`config.mk`:
```
export PLATFORM = sky130hd
export DESIGN_NAME = bcd_display_controller
export DESIGN_NICKNAME = d
export VERILOG_FILES = /design/src/rtl/bcd_display_controller.sv
export SDC_FILE = /design/constraint.sdc
export NUM_CORES = 1
export LEC_CHECK = 0
export BUFFER_PORTS_ARGS = -buffer_cell sky130_fd_sc_hd__buf_2
export CORE_ASPECT_RATIO = 1.4
export CORE_MARGIN = 2
export CORE_UTILIZATION = 33
export CTS_BUF_LIST = sky130_fd_sc_hd__clkbuf_4 sky130_fd_sc_hd__clkbuf_8
export DETAILED_ROUTE_END_ITERATION = 8
export REMOVE_ABC_BUFFERS = 1
export SYNTH_ARGS = -nofsm -noshare
export SYNTH_HDL_FRONTEND = slang
export SYNTH_SLANG_ARGS = --single-unit
```
`constraint.sdc`:
```
create_clock -name clk -period 2.5 [get_ports clk]
set_input_delay 0.5 -clock clk [delete_from_list [all_inputs] [get_ports clk]]
set_output_delay 0.5 -clock clk [all_outputs]
set_load 0.01 [all_outputs]
```
`src/rtl/bcd_display_controller.sv`:
```
// Binary-to-BCD converter (iterative double-dabble) feeding a 4-digit,
// common-anode seven-segment scan controller with optional leading-zero blanking.
module bcd_display_controller #(
    parameter int REFRESH_DIV   = 100000,
    parameter bit BLANK_LEADING = 1'b1
) (
    input  logic        clk,
    input  logic        reset,
    input  logic        in_valid,
    input  logic [13:0] in,
    output logic        in_ready,
    output logic        done,
    output logic        overflow,
    output logic [3:0]  ones,
    output logic [3:0]  tens,
    output logic [3:0]  hundreds,
    output logic [3:0]  thousands,
    output logic [3:0]  an,
    output logic [6:0]  seg
);

    localparam int              CNT_W     = (REFRESH_DIV > 1) ? $clog2(REFRESH_DIV) : 1;
    localparam logic [CNT_W-1:0] CNT_MAX  = CNT_W'(REFRESH_DIV - 1);
    // Iteration counter reaches 14 after the last shift; that cycle only commits.
    localparam logic [3:0]      LAST_ITER = 4'd14;

    typedef enum logic [1:0] {IDLE, SHIFT, DONE} state_t;

    state_t      state_q, state_d;
    logic [13:0] bin_q, bin_d;
    logic [15:0] acc_q, acc_d;
    logic [3:0]  iter_q, iter_d;
    logic        ovf_pend_q, ovf_pend_d;
    logic [15:0] digits_q, digits_d;   // {thousands, hundreds, tens, ones}
    logic        overflow_q, overflow_d;
    logic [15:0] acc_adj;

    logic [CNT_W-1:0] refresh_q, refresh_d;
    logic [1:0]       idx_q, idx_d;
    logic [3:0]       blank;
    logic [3:0]       sel_digit;

    // Add-3 correction for every accumulator nibble that is 5 or more.
    generate
        for (genvar gi = 0; gi < 4; gi++) begin : g_adj
            assign acc_adj[gi*4 +: 4] = (acc_q[gi*4 +: 4] >= 4'd5) ?
                                        (acc_q[gi*4 +: 4] + 4'd3) : acc_q[gi*4 +: 4];
        end
    endgenerate

    assign in_ready  = (state_q == IDLE) && !reset;
    assign done      = (state_q == DONE);
    assign overflow  = overflow_q;
    assign ones      = digits_q[3:0];
    assign tens      = digits_q[7:4];
    assign hundreds  = digits_q[11:8];
    assign thousands = digits_q[15:12];

    // Conversion FSM next-state and datapath.
    always_comb begin
        state_d    = state_q;
        bin_d      = bin_q;
        acc_d      = acc_q;
        iter_d     = iter_q;
        ovf_pend_d = ovf_pend_q;
        digits_d   = digits_q;
        overflow_d = overflow_q;
        case (state_q)
            IDLE: begin
                if (in_valid && in_ready) begin
                    bin_d      = in;
                    acc_d      = '0;
                    iter_d     = '0;
                    ovf_pend_d = (in > 14'd9999);
                    state_d    = SHIFT;
                end
            end
            SHIFT: begin
                if (iter_q == LAST_ITER) begin
                    // Commit the whole result at once so the display never sees partial digits.
                    state_d = DONE;
                    if (ovf_pend_q) begin
                        digits_d   = 16'h9999;
                        overflow_d = 1'b1;
                    end else begin
                        digits_d   = acc_q;
                        overflow_d = 1'b0;
                    end
                end else begin
                    acc_d  = {acc_adj[14:0], bin_q[13]};
                    bin_d  = {bin_q[12:0], 1'b0};
                    iter_d = iter_q + 4'd1;
                end
            end
            DONE: begin
                state_d = IDLE;
            end
            default: begin
                state_d = IDLE;
            end
        endcase
    end

    // Conversion state and result registers.
    always_ff @(posedge clk) begin
        if (reset) begin
            state_q    <= IDLE;
            bin_q      <= '0;
            acc_q      <= '0;
            iter_q     <= '0;
            ovf_pend_q <= 1'b0;
            digits_q   <= '0;
            overflow_q <= 1'b0;
        end else begin
            state_q    <= state_d;
            bin_q      <= bin_d;
            acc_q      <= acc_d;
            iter_q     <= iter_d;
            ovf_pend_q <= ovf_pend_d;
            digits_q   <= digits_d;
            overflow_q <= overflow_d;
        end
    end

    // Refresh divider and digit index advance.
    always_comb begin
        refresh_d = refresh_q + 1'b1;
        idx_d     = idx_q;
        if (refresh_q == CNT_MAX) begin
            refresh_d = '0;
            idx_d     = idx_q + 2'd1;
        end
    end

    // Scanner registers, independent of the converter.
    always_ff @(posedge clk) begin
        if (reset) begin
            refresh_q <= '0;
            idx_q     <= '0;
        end else begin
            refresh_q <= refresh_d;
            idx_q     <= idx_d;
        end
    end

    // Leading-zero blanking per digit position; ones is always shown.
    always_comb begin
        blank = 4'b0000;
        if (BLANK_LEADING) begin
            blank[3] = (digits_q[15:12] == 4'd0);
            blank[2] = blank[3] && (digits_q[11:8] == 4'd0);
            blank[1] = blank[2] && (digits_q[7:4] == 4'd0);
        end
    end

    // Anode select and segment encoding of the selected digit.
    always_comb begin
        sel_digit = digits_q[idx_q*4 +: 4];
        an        = ~(4'b0001 << idx_q);
        case (sel_digit)
            4'd0:    seg = 7'b1000000;
            4'd1:    seg = 7'b1111001;
            4'd2:    seg = 7'b0100100;
            4'd3:    seg = 7'b0110000;
            4'd4:    seg = 7'b0011001;
            4'd5:    seg = 7'b0010010;
            4'd6:    seg = 7'b0000010;
            4'd7:    seg = 7'b1111000;
            4'd8:    seg = 7'b0000000;
            4'd9:    seg = 7'b0010000;
            default: seg = 7'b1111111;
        endcase
        if (blank[idx_q]) begin
            seg = 7'b1111111;
        end
    end

endmodule
```
---- Word-level counts from Yosys, hierarchy flattened ----
Memory sizes are Yosys's and may differ from the RTL's.
Index checks and enable logic that the tools add are counted.
cells by class
  eq/ne operators ......................... 7
  shifts and indexed selects .............. 2
  add/subtract/negate cells ............... 7
  $lt $le $gt $ge ......................... 6
  multiplexer cells ....................... 21
  reductions and logical operators ........ 15
  bitwise operators ....................... 1
operator list
  kind                                                                    number
  16-bit 2-to-1 mux                                                       3
  16-bit case mux with 2 select lines                                     1
  14-bit 2-to-1 mux                                                       2
  14-bit case mux with 2 select lines                                     1
  4-bit 2-to-1 mux                                                        5
  17-bit by 1-bit adder with 17-bit output (second input constant)        1
  17-bit equality test (second input constant)                            1
  4-bit by 3-bit >= comparator with 1-bit output (second input constant)  4
  16-bit by 5-bit indexed part select with 4-bit output                   1
  14-bit greater-than comparator (second input constant)                  1
  4-bit by 2-bit adder with 4-bit output (second input constant)          3
  4-bit zero test                                                         3
  4-bit case mux with 2 select lines                                      1
  7-bit 2-to-1 mux                                                        1
  2-bit AND reduction                                                     3
  4-bit by 1-bit adder with 4-bit output (second input constant)          1
  4-bit equality test (second input constant)                             1
  1-bit logical AND                                                       4
  2-bit 2-to-1 mux                                                        2
  2-bit inequality test (second input constant)                           2
  4-bit inverter                                                          1
  2-bit case mux with 2 select lines                                      1
  1-bit by 2-bit left shift with 4-bit output (first input constant)      1
  3-bit by 2-bit adder with 3-bit output (second input constant)          1
  13 further kinds                                                        14
word-level totals
  output and inout port bits .............. 30
  memories ................................ 1
  register bits after elaboration ......... 73
  input bits .............................. 17
  ROM bits ................................ 112
memories
  memory            words  bits a word  rd ports  clocked after Yosys merged registers in  wr ports  line  source
  (name not given)  16     7            1         0                                        0         160   case (sel_digit)

---- Longest topological paths before layout ----
Gate-level depths: netlist of run 1.
  depth in word-level cells ............... 6
  mapped depth ............................ 9
  mapped depth without buffers ............ 7

---- Least setup slack after synthesis of run 1 ----
No wires, ideal clock.
  kind .................................... flip-flop to output port
  start ................................... register idx_q[1]
  end ..................................... output port seg[3]
  path buffers ............................ 1
  arrival ................................. 1843 ps
  slack ................................... 157 ps
  stages on the path, launching flop included .. 8
  cell sequence ........................... dfxtp_1 buf_2 mux4_2 inv_1 ha_1 nor2_1 a21oi_1 o21ai_0
on the way
  cells in the longest elaborated chain, start to end .. 3
  elaborated cells between the ends (all ways) .. 5
RTL lines
  element                                                                                                                    line      source
  from (decl)                                                                                                                39        logic [1:0] idx_q, idx_d;
  from (signal assigned)                                                                                                     142       idx_q <= idx_d;
  16-bit by 5-bit indexed part select with 4-bit output / 1-bit binary-select mux with 2-bit select (equally long branches)  158, 173
  memory read 16 x 7 bit / 1-bit 2-to-1 mux (equally long branches)                                                          n/a
  7-bit 2-to-1 mux *                                                                                                         173       if (blank[idx_q]) begin
  to (decl)                                                                                                                  19        output logic [6:0] seg
Mark *: on every way between the ends. The rest lies on a longest branch, timed or not. The select of a mux whose other input is x is not followed.

---- Final worst setup path of run 1 ----
  start ................................... register idx_q[1]
  end ..................................... output port seg[0]
The elaborated chain is that of the path after synthesis.

==> impl_metrics.yaml, run 1 <==
synthesis:
  synth_cell_types: 42
  syn_inst: 427
  netlist_top_cells_count: "73 x dfxtp_1, 51 x nor2_1, 41 x a21oi_1"
  synth-edff-count: 0
  syn_avg_cell_area_um2: 8.48
  synth_compound_area_frac: 0.133
  yosysMostFrequentCell: "dfxtp_1"
  synth_top_family_by_area: "simple AND/OR/NAND/NOR gates"
  synth_ff_type: "dfxtp_1"
  synth_top_area_cell: "dfxtp_1"
  synth_area_um2: 3620
  yosysSeqAreaShare: 0.404
  synth_mux_area_frac: 0.0494
  ys_ff_latch: 73
  async_flop_share: 0
  synth_warnings: 0
  yosysTopAreaCellShare: 0.404
  synth_area_leaders: "dfxtp_1 40%, ha_1 6.9%, a21oi_1 5.7%"
  synth_fa_ha_area_frac: 0.0691
  synth_xor_area_frac: 0.0605
  synthSimpleGateAreaFrac: 0.226
global_route:
  grt_max_degree: 34
  antenna_found_initial: 0
  grt_use_total: 0.141
  met3_usage: 0.0294
  met2_usage: 0.243
  top_usage_layer: "met2"
  grt_pass1_wl_um: 13500
  use_met1: 0.165
  overflow: 0
  grt_pass1_vias: 2911
clock_network:
  clk_pin_slew_ns: 0.07
  cts_root_buf: "clkbuf_8"
  clockBufferDepth: 2
  clk_latency_ns: 0.35
  ctsHoldBuffers: 0
  htreeDepth: 3
  cts.sinks: 73
  numCtsBuffers: 9
  cts_tree: "yes"
placement:
  place_area_um2: 3980
  dp_slack_ns: 0.179
  hpwl_um: 5580
  gp_congestion: 0.776
  io_buffers: 46
die:
  io_pins: 47
  die_h_um: 128
  initial_utilization: 0.337
  fp-row-count: 45
  dieArea_um2: 11800
  core_um2: 10800
  die_x_um: 92.5
timing:
  setup_slack_ns: -0.0164
  fin_setup_tns_ns: -0.0164
  maxSlewViolCount: 0
  period_minus_slack_ns: 2.52
  rsz0062_at_grt: "true"
  finalHoldViolations: 0
  maxSlewHeadroom: 0.482
  skew_ns: 0.0117
  post-route-period-util: 1.01
  fmax_ghz: 0.397
  tightest_slew_ns: 0.776
  setup_violations: 1
job:
  maxCapViolations: 0
setup_path:
  crit_path_end_kind: "output pin"
  reg2reg_depth: 7
  startpoint_type: "flip-flop"
  required_ns: 2.00
  crit_fanout: 4
  arrival_ns: 2.02
  critical_path_class: "flip-flop to output pin"
power_and_ir_drop:
  p_seq_frac: 0.504
  powerDensity_nw_per_um2: 551
  switchingPower_w: 0.000577
  vdd.ir_drop.worst_v: 0.000305
  p_clk_frac: 0.430
  swShare: 0.241
  p_leak_nw: 1.70
  p_comb_frac: 0.066
  total_power_w: 0.00239
  internal-power_w: 0.00182
min_path:
  hold_path.class: "primary input to flip-flop"
  whs_path_depth: 3
detailed_routing:
  antenna_left: 0
  avgRoutedWirePerCell_um: 13.0
  drc: 0
  via_per_inst: 4.92
  dr.pass1.iters: 4
  drt-total-wl_um: 8120
  first_iter_violations: 122
  vias: 3068
run_status:
  status: "complete, but fails checks"
  violations: "setup timing"
layout:
  drive_above_1_share: 0.218
  diodes: 0
  fillCellCount: 1096
  nets: 514
  area_growth_pct: 20.1
  fin_util: 0.404
  post-route-cell-area_um2: 4350
==> timing repair <==
item / 4_1_cts / 5_1_grt
gates cloned: 0 / 0
pin swaps: 2 / 5
gates resized for setup: 12 / 18
buffers inserted: 5 / 2
endpoints found under the setup margin: 6 / 7
==> worst max-delay path, stage by stage (launching register included) <==
cell and delay, ns:
dfxtp_4 0.38, mux4_2 0.55, inv_2 0.11, buf_4 0.13, ha_1 0.14, mux2i_1 0.07
o21ai_1 0.14, buf_2 0.15
==> power groups by stage <==
| stage | clock network (W) | registers [W] | logic [W] |
|---|---|---|---|
| 2_1_floorplan | 0 | 0.00123 | 0.0000841 |
| 3_3_place_gp | 0 | 0.00123 | 0.000158 |
| 3_5_place_dp | 0 | 0.00123 | 0.000160 |
| 4_1_cts | 0.00106 | 0.00121 | 0.000160 |
| 5_1_grt | 0.00111 | 0.00121 | 0.000177 |
| 6_report | 0.00103 | 0.00121 | 0.000158 |
==> registers in the layout, summed over array words and instances (netlist names) <==
| register | count |
|---|---|
| bin_q | 14 |
| refresh_q | 17 |
| ovf_pend_q | 1 |
| digits_q | 16 |
| acc_q | 16 |
| state_q | 2 |
| idx_q | 2 |
| overflow | 1 |
| iter_q | 4 |
==> cell usage in the layout (no fill, tap or decap), types with 5 or more instances in the layout <==
| cell type | n |
|---|---|
| nor4_1 | 6 |
| nand2b_1 | 5 |
| a22oi_1 | 21 |
| buf_4 | 16 |
| o21ai_1 | 6 |
| clkbuf_8 | 9 |
| buf_2 | 46 |
| mux2i_1 | 8 |
| nand2_1 | 38 |
| nor2_1 | 50 |
| xnor2_1 | 10 |
| nand3_1 | 13 |
| inv_1 | 17 |
| a21oi_1 | 40 |
| ha_1 | 16 |
| dfxtp_1 | 71 |
| o21ai_0 | 9 |
| xor2_1 | 15 |
| nor3_1 | 25 |
==> final timing paths <==
kind	startpoint	slack, ns	to
worst max-delay path	idx_q[1]	-0.02	seg[0]
worst min-delay path	in[0]	0.41	bin_q[0]
worst max register to register	iter_q[1]	0.39	bin_q[13]
worst min register to register	bin_q[9]	0.46	bin_q[9]
==> logic make-up (layout without fill, tap and decap cells) <==
group | count (synthesis) | count (layout)
adders and majority gates | 20 | 20
buffers and inverters | 44 | 99
AOI/OAI and AO/OA | 83 | 83
and+or+nand+nor | 168 | 168
xor gates and xnor gates | 25 | 25
muxes | 14 | 14
DFF | 73 | 73
==> metrics by stage <==
| stage | hold slack (ns) | std cells |
|---|---|---|
| after global routing | 0.405 | 623 |
| after floorplan | 0.430 | 402 |
| after CTS | 0.391 | 621 |
| after detailed placement | 0.449 | 600 |
| final | 0.406 | 623 |
| after global placement | 0.446 | 600 |
==> routing by layer <==
| metal | vias up | wire (um) |
|---|---|---|
| met4 | 0 | 139 |
| li1 | 1574 | - |
| met5 | - | 0 |
| met2 | 65 | 3960 |
| met3 | 10 | 371 |
| met1 | 1419 | 3660 |
==> cell type report <==
| cell class | count | area, um^2 | area share |
|---|---|---|---|
| clock inverter | 6 | 91.3 | 0.0210 |
| clock buffer | 10 | 131 | 0.0302 |
| inverter | 19 | 71.3 | 0.0164 |
| timing repair buffer | 64 | 373 | 0.0858 |
| tap | 141 | 176 | 0.0406 |
| sequential | 73 | 1470 | 0.337 |
| multi-input combinational | 310 | 2040 | 0.469 |
(Power assumes the default switching activity.)
==> run 2, diff against run 1 <==
--- a/config.mk
+++ b/config.mk
@@ -11,7 +11,9 @@
 export CORE_UTILIZATION = 33
 export CTS_BUF_LIST = sky130_fd_sc_hd__clkbuf_4 sky130_fd_sc_hd__clkbuf_8
 export DETAILED_ROUTE_END_ITERATION = 8
+export PLACE_DENSITY_LB_ADDON = 0.25
 export REMOVE_ABC_BUFFERS = 1
+export SKIP_CTS_REPAIR_TIMING = 1
 export SYNTH_ARGS = -nofsm -noshare
 export SYNTH_HDL_FRONTEND = slang
 export SYNTH_SLANG_ARGS = --single-unit
==> run 2 against run 1 <==
The run still ends with setup timing left. Hold slack about the same. Global-route usage increased by 0.11 points. Via count decreased by 0.29%. Wire length fell by 1.4%. Clock power decreased by 21%. Highest routed layer unchanged.
==> impl_metrics.yaml, run 2 (synthesis results as in run 1) <==
timing:
  period_minus_slack_ns: 2.52
  tightest_slew_ns: 0.912
  post-route-period-util: 1.01
  fmax_ghz: 0.397
  finalHoldViolations: 0
  setup_slack_ns: -0.0202
  rsz0062_at_grt: "true"
  maxSlewHeadroom: 0.390
  setup_violations: 2
  maxSlewViolCount: 0
  skew_ns: 0.00825
layout:
  fin_util: 0.392
  diodes: 0
  nets: 511
  largest-register: "refresh_q"
  layout_commonest_cell: "dfxtp_1"
  reg_top3: "refresh_q x17, acc_q x16, digits_q x16"
  largest_reg_flops: 17
  area_growth_pct: 16.5
  drive_above_1_share: 0.199
  layout_common_cells: "71 x dfxtp_1, 51 x nor2_1, 46 x buf_2"
detailed_routing:
  avgRoutedWirePerCell_um: 12.9
  drt-total-wl_um: 8010
  dr.pass1.iters: 4
  antenna_left: 0
  via_per_inst: 4.94
  drc: 0
  vias: 3059
  first_iter_violations: 162
power_and_ir_drop:
  vdd.ir_drop.worst_v: 0.000271
  powerDensity_nw_per_um2: 516
  p_leak_nw: 1.67
clock_network:
  clockBufferDepth: 2
  cts_root_buf: "clkbuf_8"
  numCtsBuffers: 9
  cts.sinks: 73
  clk_latency_ns: 0.35
  clk_pin_slew_ns: 0.07
  htreeDepth: 3
  cts_tree: "yes"
setup_path:
  critical_path_class: "flip-flop to output pin"
  crit_fanout: 7
  crit_path_end_kind: "output pin"
  r2r_end: "iter_q[1]"
  startpoint_type: "flip-flop"
  required_ns: 2.00
  reg2reg_depth: 8
  timing.rr.start: "iter_q[0]"
  arrival_ns: 2.02
  r2r_slack_ns: 0.33
die:
  initial_utilization: 0.337
  die_h_um: 128
  dieArea_um2: 11800
  core_um2: 10800
  die_x_um: 92.5
  fp-row-count: 45
  io_pins: 47
placement:
  gp_congestion: 0.755
  hpwl_um: 5460
  io_buffers: 46
  dp_slack_ns: 0.239
min_path:
  hp-start: "in[0]"
  whs_path_depth: 3
  hold_path.class: "primary input to flip-flop"
  whs_endpoint: "bin_q[0]"
run_status:
  violations: "setup timing"
  status: "complete, but fails checks"
global_route:
  antenna_found_initial: 0
  overflow: 0
  grt_pass1_vias: 2905
  grt_use_total: 0.142
  grt_pass1_wl_um: 13600
  grt_max_degree: 59
job:
  maxCapViolations: 0
==> run 2: how the worst max path moves through the flow <==
stage	from	end	cells after the start
2_1_floorplan	reset	acc_q[12]	5
3_3_place_gp	idx_q[1]	seg[3]	7
3_5_place_dp	idx_q[1]	seg[3]	7
4_1_cts	idx_q[1]	seg[3]	7
5_1_grt	digits_q[12]	seg[2]	5
6_report	idx_q[1]	seg[4]	6
==> run 2: cell type report <==
| cell class | instances | area [um^2] |
|---|---|---|
| clock buffer | 12 | 153 |
| fill | 1091 | 6540 |
| multi-input combinational | 310 | 1990 |
| timing repair buffer | 61 | 343 |
| sequential | 73 | 1470 |
| tap | 141 | 176 |
| inverter | 19 | 71.3 |
| clock inverter | 3 | 17.5 |
==> run 2: routing by layer <==
metal / GRT usage / routed length [um] / up-vias
met5: 0 / 0 / -
met4: 0.0808 / 216 / 0
met3: 0.0265 / 270 / 15
met2: 0.239 / 3880 / 55
met1: 0.168 / 3640 / 1426
li1: - / - / 1563
==> run 2: worst max-delay path, stage by stage, from the launching register on <==
cell	delay, ns
dfxtp_4	0.37
buf_4	0.15
mux4_2	0.59
a21oi_1	0.16
o21ai_0	0.10
a21o_1	0.16
buf_2	0.13
==> run 2: power breakdown <==
part,internal [W],total (W),switching [W]
combinational,0.0000522,0.000154,0.000101
clock,0.000401,0.000815,0.000414
sequential,0.00118,0.00121,0.0000232
total,0.00164,0.00218,0.000539
==> run 2: metrics by stage <==
| stage | TNS (ns) | cells | area [um^2] | total power [W] | hold slack (ns) |
|---|---|---|---|---|---|
| final | -0.0224 | 619 | 4220 | 0.00218 | 0.406 |
| after detailed placement | 0 | 599 | 3970 | 0.00139 | 0.447 |
| after floorplan | -22.60 | 402 | 3480 | 0.00131 | 0.430 |
| after CTS | -0.622 | 614 | 4140 | 0.00221 | 0.392 |
| after global placement | 0 | 599 | 3970 | 0.00139 | 0.443 |
| after global routing | -0.592 | 619 | 4220 | 0.00227 | 0.432 |
==> run 3, diff against run 2 <==
==> constraint.sdc (replaced) <==
create_clock -name clk -period 2.7 [get_ports clk]
set_input_delay 0.54 -clock clk [delete_from_list [all_inputs] [get_ports clk]]
set_output_delay 0.54 -clock clk [all_outputs]
set_load 0.01 [all_outputs]
==> run 3 against run 2 <==
The flow now finishes without violations. Design area is 0.42% lower. Critical path depth rose by 1. Register-to-register slack gained 0.22 ns. Core utilization is 0.16 points lower. Combinational power shrank 7%. Count of clock-buffer cells in the layout is 2 lower. Total power fell by 1.8%. Die area stayed put. First-iteration DRC count up 48%. Global-route usage barely moved.
==> impl_metrics.yaml, run 3 (synthesis results as in run 1) <==
job:
  maxCapViolations: 0
timing:
  period_minus_slack_ns: 2.60
  skew_ns: 0.00882
  finalHoldViolations: 0
  maxSlewHeadroom: 0.453
  setup_violations: 0
  tightest_slew_ns: 0.820
  rsz0062_at_grt: "true"
  setup_slack_ns: 0.0954
  fmax_ghz: 0.384
  post-route-period-util: 0.965
  maxSlewViolCount: 0
clock_network:
  clk_pin_slew_ns: 0.08
  numCtsBuffers: 9
  cts.sinks: 73
  cts_root_buf: "clkbuf_8"
  clockBufferDepth: 2
  cts_tree: "yes"
  htreeDepth: 3
  clk_latency_ns: 0.35
die:
  die_h_um: 128
  io_pins: 47
  initial_utilization: 0.337
  core_um2: 10800
  dieArea_um2: 11800
  die_x_um: 92.5
  fp-row-count: 45
setup_path:
  required_ns: 2.16
  reg2reg_depth: 6
  arrival_ns: 2.06
  crit_fanout: 4
  critical_path_class: "flip-flop to output pin"
  startpoint_type: "flip-flop"
  crit_path_end_kind: "output pin"
power_and_ir_drop:
  powerDensity_nw_per_um2: 509
  p_leak_nw: 1.65
  vdd.ir_drop.worst_v: 0.000298
layout:
  post-route-cell-area_um2: 4200
  layout_commonest_cell: "dfxtp_1"
  largest_reg_flops: 17
  drive_above_1_share: 0.189
  layout_common_cells: "71 x dfxtp_1, 51 x nor2_1, 46 x buf_2"
  area_growth_pct: 16.0
  nets: 508
  diodes: 0
  reg_top3: "refresh_q x17, acc_q x16, digits_q x16"
  largest-register: "refresh_q"
  fillCellCount: 1079
placement:
  io_buffers: 46
  place_area_um2: 3960
  gp_congestion: 0.750
  dp_slack_ns: 0.345
  hpwl_um: 5510
detailed_routing:
  drt-total-wl_um: 7870
  antenna_left: 0
  dr.pass1.iters: 4
  vias: 3046
  via_per_inst: 4.94
  avgRoutedWirePerCell_um: 12.8
  drc: 0
  first_iter_violations: 240
run_status:
  status: "completed"
min_path:
  whs_path_depth: 3
  hold_path.class: "primary input to flip-flop"
global_route:
  antenna_found_initial: 0
  grt_pass1_vias: 2902
  grt_use_total: 0.142
  grt_pass1_wl_um: 13600
  overflow: 0
  grt_max_degree: 59
[run 3: power by group]
| group | switching (W) | internal (W) |
|---|---|---|
| combinational | 0.0000938 | 0.0000496 |
| sequential | 0.0000206 | 0.00110 |
| clock | 0.000425 | 0.000453 |
[run 3: layout make-up]
type                            count  area, um^2  share of cell area
Inverter                           19        71.3              0.0170
Clock buffer                       10         138              0.0328
Multi-Input combinational cell    310        1960               0.467
Clock inverter                      6        66.3              0.0158
Tap cell                          141         176              0.0420
Timing Repair Buffer               58         320              0.0763
Sequential cell                    73        1470               0.349
[run 3: final timing paths]
check,start,slack (ns),end
worst min register to register,bin_q[5],0.46,bin_q[5]
worst max-delay path,idx_q[1],0.1,seg[3]
worst max register to register,refresh_q[0],0.55,refresh_q[5]
worst min-delay path,in[0],0.45,bin_q[0]
[run 3: through the flow]
stage | std cells | hold WS, ns | utilization | TNS (ns) | total power, W
finish | 617 | 0.447 | 0.391 | 0 | 0.00214
global route | 617 | 0.477 | 0.391 | -0.0129 | 0.00224
CTS | 614 | 0.431 | 0.388 | -0.0577 | 0.00217
detailed placement | 598 | 0.447 | 0.369 | 0 | 0.00129
global placement | 598 | 0.445 | 0.369 | 0 | 0.00129
floorplan | 402 | 0.430 | - | -17.32 | 0.00122
[run 3: critical path: stages, from the launching register on]
cell and delay, ns:
dfxtp_4 0.37, mux4_2 0.55, inv_2 0.10, ha_1 0.24, nor2_1 0.10, a21oi_1 0.05, o21ai_0 0.15, buf_2 0.16
[run 3: routing by layer]
layer / track usage / routed length (um) / up-vias
li1: - / - / 1564
met1: 0.172 / 3590 / 1407
met2: 0.242 / 3840 / 65
met3: 0.0182 / 298 / 10
met4: 0.0781 / 151 / 0
met5: 0 / 0 / -
